<file path="src/rtl/coder_pkg.sv">
// rtl/coder_pkg.sv - shared constants and FSM encoding for the coefficient RAM arbiter
package coder_pkg;

  localparam int AW_DEF = 12;
  localparam int DW_DEF = 16;

  localparam logic [1:0] REQ_WAV  = 2'd0;
  localparam logic [1:0] REQ_WIN  = 2'd1;
  localparam logic [1:0] REQ_HOST = 2'd2;

  typedef enum logic {
    FREE = 1'b0,
    HELD = 1'b1
  } arb_state_e;

endpackage

</file>
<file path="src/rtl/arb_pick.sv">
// rtl/arb_pick.sv - combinational 3-way one-hot picker with rotating base and demote mask
module arb_pick (
  input  logic [2:0] req,
  input  logic [1:0] base,
  input  logic [2:0] demote,
  output logic [2:0] win
);

  logic [2:0] pref;
  logic [2:0] pool;
  logic [1:0] idx;
  int         s;

  always_comb begin
    pref = req & ~demote;
    // Demoted requesters only win when nobody else is asking.
    pool = (pref != 3'b000) ? pref : req;
    win  = 3'b000;
    idx  = 2'd0;
    s    = 0;
    // Walk from lowest to highest priority so the base slot overrides last.
    for (int i = 2; i >= 0; i--) begin
      s = int'(base) + i;
      if (s >= 3) s = s - 3;
      idx = 2'(s);
      if (pool[idx]) win = 3'b001 << idx;
    end
  end

endmodule

</file>
<file path="src/rtl/coef_ram_arbiter.sv">
// rtl/coef_ram_arbiter.sv - lockable 3-requester arbiter for the coefficient RAM
// COEF_ARB_RR_EN: round-robin arbitration instead of fixed R0 > R1 > R2.
module coef_ram_arbiter
  import coder_pkg::*;
#(
  parameter int AW       = AW_DEF,
  parameter int DW       = DW_DEF,
  parameter int LOCK_MAX = 8
) (
  input  logic          clk,
  input  logic          rst_n,
  input  logic [2:0]    req,
  input  logic [2:0]    lock,
  input  logic [2:0]    we,
  input  logic [AW-1:0] addr0,
  input  logic [AW-1:0] addr1,
  input  logic [AW-1:0] addr2,
  input  logic [DW-1:0] wdata0,
  output logic [2:0]    gnt,
  output logic [2:0]    rvalid,
  output logic [DW-1:0] rdata,
  output logic [AW-1:0] ram_addr,
  output logic          ram_we,
  output logic [DW-1:0] ram_wdata,
  input  logic [DW-1:0] ram_rdata,
  output logic          lock_overrun
);

  localparam int CW = $clog2(LOCK_MAX + 1);

  arb_state_e    state_q, state_d;
  logic [1:0]    owner_q, owner_d;
  logic [CW-1:0] cnt_q, cnt_d;
  logic [2:0]    demote_q, demote_d;
  logic          ovr_q, ovr_d;
  logic [AW-1:0] ram_addr_q, ram_addr_d;
  logic          ram_we_q, ram_we_d;
  logic [DW-1:0] ram_wdata_q, ram_wdata_d;
  logic [1:0]    tag_q, tag_d;
  logic          rd_q, rd_d;
  logic [2:0]    rvalid_q, rvalid_d;

  logic [2:0]    win;
  logic [2:0]    owner_oh;
  logic [1:0]    base;
  logic [1:0]    sel;
  logic          accept;
  logic [AW-1:0] sel_addr;
  logic          unused_we;

  assign unused_we = ^we[2:1];

`ifdef COEF_ARB_RR_EN
  logic [1:0] rr_q, rr_d;
  assign base = rr_q;
`else
  assign base = REQ_WAV;
`endif

  arb_pick u_pick (
    .req    (req),
    .base   (base),
    .demote (demote_q),
    .win    (win)
  );

  always_comb begin
    owner_oh = 3'b001 << owner_q;
    gnt      = (state_q == FREE) ? win : (owner_oh & req);
    accept   = (gnt != 3'b000);
    sel      = gnt[2] ? REQ_HOST : (gnt[1] ? REQ_WIN : REQ_WAV);
    case (sel)
      REQ_WIN:  sel_addr = addr1;
      REQ_HOST: sel_addr = addr2;
      default:  sel_addr = addr0;
    endcase

    state_d     = state_q;
    owner_d     = owner_q;
    cnt_d       = cnt_q;
    demote_d    = demote_q;
    ovr_d       = 1'b0;
    ram_addr_d  = ram_addr_q;
    ram_we_d    = 1'b0;
    ram_wdata_d = ram_wdata_q;
    tag_d       = tag_q;
    rd_d        = 1'b0;
    rvalid_d    = rd_q ? (3'b001 << tag_q) : 3'b000;
`ifdef COEF_ARB_RR_EN
    rr_d        = rr_q;
`endif

    if (state_q == FREE) begin
      if (req != 3'b000) demote_d = 3'b000;
      if (accept) begin
`ifdef COEF_ARB_RR_EN
        rr_d = (sel == REQ_HOST) ? REQ_WAV : sel + 2'd1;
`endif
        if (lock[sel]) begin
          if (CW'(LOCK_MAX) == CW'(1)) begin
            ovr_d    = 1'b1;
            demote_d = gnt;
          end else begin
            state_d = HELD;
            owner_d = sel;
            cnt_d   = CW'(1);
          end
        end
      end
    end else if (accept) begin
      if (lock[owner_q] && (CW'(cnt_q + 1'b1) == CW'(LOCK_MAX))) begin
        state_d  = FREE;
        cnt_d    = '0;
        ovr_d    = 1'b1;
        demote_d = owner_oh;
      end else if (lock[owner_q]) begin
        cnt_d = CW'(cnt_q + 1'b1);
      end else begin
        state_d = FREE;
        cnt_d   = '0;
      end
    end else if (!lock[owner_q]) begin
      state_d = FREE;
      cnt_d   = '0;
    end

    // Only the wavelet engine may write; other requesters are served as reads.
    if (accept) begin
      ram_addr_d  = sel_addr;
      ram_we_d    = (sel == REQ_WAV) && we[0];
      ram_wdata_d = wdata0;
      tag_d       = sel;
      rd_d        = !ram_we_d;
    end
  end

  always_ff @(posedge clk or negedge rst_n) begin
    if (!rst_n) begin
      state_q     <= FREE;
      owner_q     <= REQ_WAV;
      cnt_q       <= '0;
      demote_q    <= 3'b000;
      ovr_q       <= 1'b0;
      ram_addr_q  <= '0;
      ram_we_q    <= 1'b0;
      ram_wdata_q <= '0;
      tag_q       <= 2'd0;
      rd_q        <= 1'b0;
      rvalid_q    <= 3'b000;
`ifdef COEF_ARB_RR_EN
      rr_q        <= 2'd0;
`endif
    end else begin
      state_q     <= state_d;
      owner_q     <= owner_d;
      cnt_q       <= cnt_d;
      demote_q    <= demote_d;
      ovr_q       <= ovr_d;
      ram_addr_q  <= ram_addr_d;
      ram_we_q    <= ram_we_d;
      ram_wdata_q <= ram_wdata_d;
      tag_q       <= tag_d;
      rd_q        <= rd_d;
      rvalid_q    <= rvalid_d;
`ifdef COEF_ARB_RR_EN
      rr_q        <= rr_d;
`endif
    end
  end

  assign rvalid       = rvalid_q;
  assign rdata        = (rvalid_q != 3'b000) ? ram_rdata : '0;
  assign ram_addr     = ram_addr_q;
  assign ram_we       = ram_we_q;
  assign ram_wdata    = ram_wdata_q;
  assign lock_overrun = ovr_q;

endmodule

</file>
<file path="config.mk">
export PLATFORM = sky130hd
export DESIGN_NAME = coef_ram_arbiter
export DESIGN_NICKNAME = d
export VERILOG_FILES = /design/src/rtl/coder_pkg.sv /design/src/rtl/arb_pick.sv /design/src/rtl/coef_ram_arbiter.sv
export SDC_FILE = /design/constraint.sdc
export NUM_CORES = 1
export LEC_CHECK = 0
export BUFFER_PORTS_ARGS = -buffer_cell sky130_fd_sc_hd__buf_2
export CORE_MARGIN = 4
export CORE_UTILIZATION = 41
export DETAILED_ROUTE_END_ITERATION = 12
export PLACE_DENSITY = 0.77
export SLEW_MARGIN = 0
export SYNTH_ARGS = -nofsm -noshare
export SYNTH_HDL_FRONTEND = slang
export SYNTH_SLANG_ARGS = --single-unit
export TNS_END_PERCENT = 5
</file>
<file path="constraint.sdc">
create_clock -name clk -period 1.95 [get_ports clk]
set_clock_uncertainty 0.05 [all_clocks]
set_input_delay 0.0975 -clock clk [delete_from_list [all_inputs] [get_ports clk]]
set_output_delay 0.0975 -clock clk [all_outputs]
set_load 0.05 [all_outputs]
</file>
-- Yosys cells after proc, flatten, opt, wreduce, memory -nomap -nowiden
Cells that the tools add are included.
- input bits: 79
- logic and storage cells: 76
- output and inout port bits: 52
- register bits after elaboration: 46
- order comparisons: 2
- reductions and logical operators: 14
- add/sub/neg operators: 1
- equal/unequal tests: 6
- shifts and indexed selects: 2
- muxes and demuxes: 36
- bitwise logic cells: 4
- operators with widths (cell ; count):
    two-way mux 3 bit ; 10
    two-way mux 4 bit ; 7
    one-hot mux 12 bit (2 select lines) ; 1
    two-way mux 16 bit ; 1
    two-way mux 1 bit ; 14
    nonzero test 3 bit ; 4
    AND reduction 3 bit ; 3
    AND 3 bit ; 2
    < comparator 2 x 3 -> 1 bit (second input constant) ; 2
    nonzero test 2 bit ; 3
    left shift 1 x 2 -> 3 bit (first input constant) ; 2
    adder 4 x 1 -> 4 bit (second input constant) ; 1
    binary-select mux 1 bit (select 2 bit) ; 2
    equality test 4 bit (second input constant) ; 1
    inequality test 2 x 1 -> 1 bit (second input constant) ; 2
    NOT 3 bit ; 1
    equality test 2 x 1 -> 1 bit (second input constant) ; 1
    equality test 2 bit (second input constant) ; 1
    logical AND 1 bit ; 2
    zero test 2 bit ; 1
    two-way mux 2 bit ; 1
    inequality test 2 bit (second input constant) ; 1
    zero test 1 bit ; 1
    NOT 1 bit ; 1

-- Longest topological paths before layout
- depth in word-level cells: 15
- mapped depth: 7

-- Modules after synthesis
A second synthesis with hierarchy kept.
- cell total of the unflattened synthesis: 261
- area total of the unflattened synthesis: 2708.8 um2
- modules (own cells, without submodules) (module ; cells an instance ; times used ; area each (um2)):
    coef_ram_arbiter ; 211 ; 1 ; 2357.3
    arb_pick ; 50 ; 1 ; 351.6

-- Least setup slack after synthesis
Ideal clock, no wire load.
- path type: register to register
- from: register owner_q[0]
- to: register cnt_q[0]
- setup time: 123 ps
- required time: 1777 ps
- arrival time: 1937 ps
- slack: -160 ps
- cell stages (with the launch flop): 7
- cells stage by stage: dfrtp_1 > or2_1 > a21boi_1 > nand2_1 > inv_1 > nor3_1 > o221a_1
- elaborated cells between the ends (all ways): 19
- RTL lines (what ; line ; text):
    start, declared ; coef_ram_arbiter.sv:32 ; logic [1:0] owner_q, owner_d;
    start signal, assigned ; coef_ram_arbiter.sv:155 ; owner_q <= owner_d;
    left shift 1 x 2 -> 3 bit * ; coef_ram_arbiter.sv:68 ; owner_oh = 3'b001 << owner_q;
    AND 3 bit * ; coef_ram_arbiter.sv:69 ; gnt = (state_q == FREE) ? win : (owner_oh & req);
    two-way mux 3 bit * ; coef_ram_arbiter.sv:69 ;
    named net gnt[0] ; coef_ram_arbiter.sv:19 ; output logic [2:0] gnt,
    nonzero test 3 bit * ; coef_ram_arbiter.sv:70 ; accept = (gnt != 3'b000);
    inequality test 2 bit (no line), or another cell as far along ; n/a ;
    AND reduction 3 bit (no line) or two-way mux 4 bit (tied branches) ; n/a ;
    end signal, assigned ; coef_ram_arbiter.sv:156 ; cnt_q <= cnt_d;
    end, declared ; coef_ram_arbiter.sv:33 ; logic [CW-1:0] cnt_q, cnt_d;
The timed path passes the listed nets; every way through them passes the cells marked *. The select of a mux whose other input is x is not followed.
A chain may end at the register's enable or synchronous reset.

-- Worst setup path after layout
- from: register demote_q[2]
- to: output gnt[2]
- word-level cells in the longest chain between the ends: 8
- RTL lines (what ; line ; text):
    start, declared ; coef_ram_arbiter.sv:34 ; logic [2:0] demote_q, demote_d;
    start signal, assigned ; coef_ram_arbiter.sv:157 ; demote_q <= demote_d;
    NOT 3 bit * ; arb_pick.sv:15 ; pref = req & ~demote;
    AND 3 bit * ; arb_pick.sv:15 ;
    nonzero test 3 bit ; arb_pick.sv:17 ; pool = (pref != 3'b000) ? pref : req;
    two-way mux 3 bit * ; arb_pick.sv:17 ;
    two-way mux 3 bit (2 in series) ; arb_pick.sv:26 ; if (pool[idx]) win = 3'b001 << idx;
    two-way mux 3 bit * ; arb_pick.sv:26 ;
    two-way mux 3 bit * ; coef_ram_arbiter.sv:69 ;
    end, declared ; coef_ram_arbiter.sv:19 ;
Every way passes the cells marked *; elsewhere a longest branch is shown, timed or not.

==> out/metrics.sh <==
WL_MET3_UM=609
NUMBER_OF_GLOBAL_ROUTE_VIAS_BEFORE_REPAIR=2621
TRITONCTS='yes'
DR_WL_MET2_UM=3956
GRTUSAGETOTAL_PCT=21.19
ROUTE.LAYER.MET1.WL_UM=2889
DIE-AREA_UM2=7259
CTS.HTREE.LEVELS=2
DRT-WIRELENGTH-PER-CELL_UM=15.96
CLKLATENCYLATEPIN_NS=0.29
CRIT_SLOWEST_CELL='sky130_fd_sc_hd__dfrtp_1'
GR-TOTAL-OVERFLOW=0
DP_WORST_SETUP_SLACK_NS=-0.03618
WORSTSETUPSTARTPOINT='demote_q[2]'
FF2FF_SETUP_SLACK_NS=-0.03
PLACED_CELL_AREA_UM2=3349
MAX_STAGE_DELAY_NS=0.40
LAYOUT.CELLS.NON_FILLER=479
AREAGROWTHSYNTHTOFINISH_PCT=60.21
CLOCK_PATH_BUFFERS=2
NUM_ANTENNA_CELLS=0
YOSYS_WARNINGS=0
ROOT_BUFFER='sky130_fd_sc_hd__clkbuf_8'
HOLD_SLACK_NS=0.003002
FILLERS=410
WORST_R2R_ENDPOINT='ram_wdata[12]'
PLACE.GP.CONGESTION=0.9045
CTS.REPORTEDPATHS.CLKPINSLEW_NS=0.08
GRT_FIRST_PASS_WIRELENGTH_UM=12380
SYNTH.TOP_CELL.AREA_SHARE_PCT=47.11
DR_TOTAL_VIAS=2468
FIN_CRIT_NS=1.994
WORST_SETUP_PATH_ENDPOINT='gnt[2]'
CTS_MADE_BUFFERS=5
CRITPATHKIND='reg -> out'
HPWLAFTERDP_UM=5308
REMAINING_DRC_ERRORS=0
POST_ROUTE_CELLS_DRIVE_ABOVE_1_SHARE_PCT=48.65
NNETSFINAL=486
FLOORPLAN.INITIALDENSITY_PCT=43.31
CHIPWIDTH_UM=85.20
CRIT_PATH_MAX_FANOUT=4
VIOLATED_CHECKS='setup timing'
CRITICAL_PATH.STARTPOINT_TYPE='flip-flop'
WORST_PIN_SLEW_NS=0.5510
SYNTHESIS.NETS=296
P_LEAK_nW=1.980
GRT_START_MAX_NET_PINS=24
LAYOUT.CORE_UTILIZATION_PCT=69.39
POSTSYNTH.ASYNCRESETSHARE_PCT=100.0
POST-ROUTE-PERIOD-UTIL_PCT=102.3
CP_CELL_SEQUENCE='or3b_1, a311oi_2, o21ai_2, inv_2, buf_8'
CELLS_ON_WORST_REG2REG_PATH=6
VIA_DENSITY_PER_INSTANCE=5.152
TIMING.RR.START='demote_q[2]'
DIE-HEIGHT_UM=85.20
SYNTH_LARGEST_AREA_CELL='sky130_fd_sc_hd__dfrtp_1'
CRITICAL_PATH.ENDPOINT_TYPE='output pin'
RSZ_0062_RAISED_AFTER_GLOBAL_ROUTING='yes'
MAX_FREQ_MHz=501.5
HOLDCRITPATHCLASS='in -> reg'
SYN_AREA_UM2=2444
DRT_WL_TOTAL_UM=7644
STATUS='finished with violations'
YOSYSSEQAREASHARE_PCT=47.11
SYNTH_AREA_PER_CELL_UM2=11.31
CP.ARRIVAL_NS=1.85
IR_DROP_uV=981.8
DOMINANTREGCELLSYNTH='sky130_fd_sc_hd__dfrtp_1'
SLEW_VIOL_FINAL=0
PORTBUFFERS=128
IOPINCOUNT=131
LAYOUT.CELL_AREA.NON_FILLER_UM2=3915
CRITPATHREQUIREDTIME_NS=1.80
MAXCAPVIOLATIONS=0
YS_TOP_CELLS_BY_AREA='sky130_fd_sc_hd__dfrtp_1 47%, sky130_fd_sc_hd__mux2i_1 6.6%, sky130_fd_sc_hd__mux2_4 5.5%'
FIRSTDRTPASSITERS=4
POST-PLACE-CELLS=432
FINALHOLDVIOLATIONS=0
INITIALDRTVIOLATIONCOUNT=141
NUMBER_OF_ANTENNA_VIOLATIONS_AT_THE_FIRST_CHECK_IN_GLOBAL_ROUTING=0
HIGHEST_LAYER='met4'
POST_SYNTH_NUM_CELL_TYPES=56
CTS.SINKS=46
RELSLEWSLACK_PCT=63.10
FF_LATCH_COUNT_SYNTH=46
SYN_INST=216
POSTROUTEANTENNANETS=0
FLOORPLAN.ROWS=27
FIN_WS_NS=-0.04407
SYNTH-EDFF-COUNT=0
SETUP_VIOL=20
POWERDENSITY_nW_PER_UM2=1477
CORE_UM2=5642
==> per-stage QoR <==
stage,TNS (ns),power (mW)
5_1_grt,-2.461,6.100
4_1_cts,-0.08554,5.761
3_5_place_dp,-0.06480,5.009
3_3_place_gp,0,4.939
6_report,-0.3929,5.783
2_1_floorplan,0,4.017
==> sequential cells by signal (all words and copies together) (netlist names) <==
name	cells
ram_addr	12
ram_wdata	16
demote_q	3
cnt_q	4
owner_q	2
rd_q	1
rvalid	3
tag_q	2
state_q	1
ram_we	1
lock_overrun	1
==> worst min-delay path by stage <==
stage / start / endpoint / slack [ns] / depth (start not counted)
3_3_place_gp: rst_n / ram_wdata[5] / -0.13 / 1
6_report: addr1[7] / ram_addr[7] / 0.003 / 3
2_1_floorplan: rst_n / cnt_q[0] / -0.25 / 0
4_1_cts: addr1[5] / ram_addr[5] / 0.002 / 3
3_5_place_dp: rst_n / ram_wdata[4] / -0.13 / 1
5_1_grt: addr1[7] / ram_addr[7] / 0.003 / 3
==> cell usage in the layout (no fill, tap or decap), types with 2 or more instances in the layout <==
master / synthesis / routed
sky130_fd_sc_hd__nand2_1: 12 / 11
sky130_fd_sc_hd__buf_4: 2 / 23
sky130_fd_sc_hd__mux2i_1: 16 / 16
sky130_fd_sc_hd__nand3_1: 3 / 3
sky130_fd_sc_hd__a31oi_2: 0 / 2
sky130_fd_sc_hd__buf_2: 3 / 125
sky130_fd_sc_hd__o21ai_0: 13 / 13
sky130_fd_sc_hd__a31oi_1: 5 / 3
sky130_fd_sc_hd__nand4_1: 3 / 3
sky130_fd_sc_hd__a21oi_1: 4 / 4
sky130_fd_sc_hd__nor2b_1: 18 / 18
sky130_fd_sc_hd__clkbuf_8: 0 / 6
sky130_fd_sc_hd__dfrtp_1: 46 / 45
sky130_fd_sc_hd__nor2_1: 8 / 8
sky130_fd_sc_hd__buf_12: 0 / 3
sky130_fd_sc_hd__o211ai_1: 3 / 3
sky130_fd_sc_hd__nor3_1: 2 / 2
sky130_fd_sc_hd__nand2b_1: 2 / 2
sky130_fd_sc_hd__inv_1: 7 / 4
sky130_fd_sc_hd__inv_2: 1 / 3
sky130_fd_sc_hd__dlygate4sd3_1: 0 / 38
sky130_fd_sc_hd__a21o_1: 2 / 2
sky130_fd_sc_hd__and3b_1: 2 / 2
sky130_fd_sc_hd__o22ai_1: 3 / 2
sky130_fd_sc_hd__mux2_4: 9 / 16
sky130_fd_sc_hd__nand2_4: 1 / 2
sky130_fd_sc_hd__a22oi_1: 12 / 12
==> kinds of logic (layout without fill, tap and decap cells) <==
family	count (synthesis)	count (layout)	synth area share (%)
compound gates	58	58	18.59
xor+xnor	1	1	0.3585
fa+ha+maj	1	1	0.5120
buf+inv	16	207	3.276
flops	46	46	47.11
mux	32	32	15.31
simple gates	62	62	14.85
==> metal layers <==
layer | GRT usage (%) | up-vias
li1 | - | 1170
met1 | 24.04 | 1165
met2 | 37.08 | 114
met3 | 5.049 | 19
met4 | 10.36 | 0
met5 | 0 | -
==> cell type report <==
class	count	area, µm²	share of cell area, %
multi-input cells	154	1282	32.76
repair buffers	191	1265	32.31
flip-flops and latches	46	1152	29.43
well taps	72	90.09	2.301
clock buffers	7	86.33	2.205
inverters	8	33.78	0.8629
clock inverters	1	5.005	0.1278
==> power breakdown <==
part	total [mW]	switching, mW	internal, mW
combinational	3.64	2.46	1.18
sequential	1.55	0.248	1.30
clock	0.598	0.312	0.286
total	5.78	3.02	2.77
==> critical path, delay by kind of cell (launching register included) <==
| family | cells | cell delay (ns) |
|---|---|---|
| buffers and inverters | 2 | 0.31 |
| AND/OR/NAND/NOR | 1 | 0.37 |
| AO/OA/AOI/OAI | 2 | 0.48 |
| flip-flops | 1 | 0.40 |
==> synthesized netlist by cell type, types with 2 or more instances <==
library cell,n
sky130_fd_sc_hd__a21o_1,2
sky130_fd_sc_hd__a21oi_1,4
sky130_fd_sc_hd__a22oi_1,12
sky130_fd_sc_hd__a31oi_1,5
sky130_fd_sc_hd__and3b_1,2
sky130_fd_sc_hd__buf_2,3
sky130_fd_sc_hd__buf_4,2
sky130_fd_sc_hd__dfrtp_1,46
sky130_fd_sc_hd__inv_1,7
sky130_fd_sc_hd__mux2_2,7
sky130_fd_sc_hd__mux2_4,9
sky130_fd_sc_hd__mux2i_1,16
sky130_fd_sc_hd__nand2_1,12
sky130_fd_sc_hd__nand2b_1,2
sky130_fd_sc_hd__nand3_1,3
sky130_fd_sc_hd__nand4_1,3
sky130_fd_sc_hd__nor2_1,8
sky130_fd_sc_hd__nor2b_1,18
sky130_fd_sc_hd__nor3_1,2
sky130_fd_sc_hd__o211ai_1,3
sky130_fd_sc_hd__o21ai_0,13
sky130_fd_sc_hd__o22ai_1,3
==> timing repair <==
action | in CTS | in global routing
endpoints found under the setup margin | 14 | 41
gates resized for setup | 17 | 7
hold endpoints to repair | 75 | 0
buffers inserted | 0 | 1
hold buffers | 38 | 0
Power figures use the tool's default switching activity.
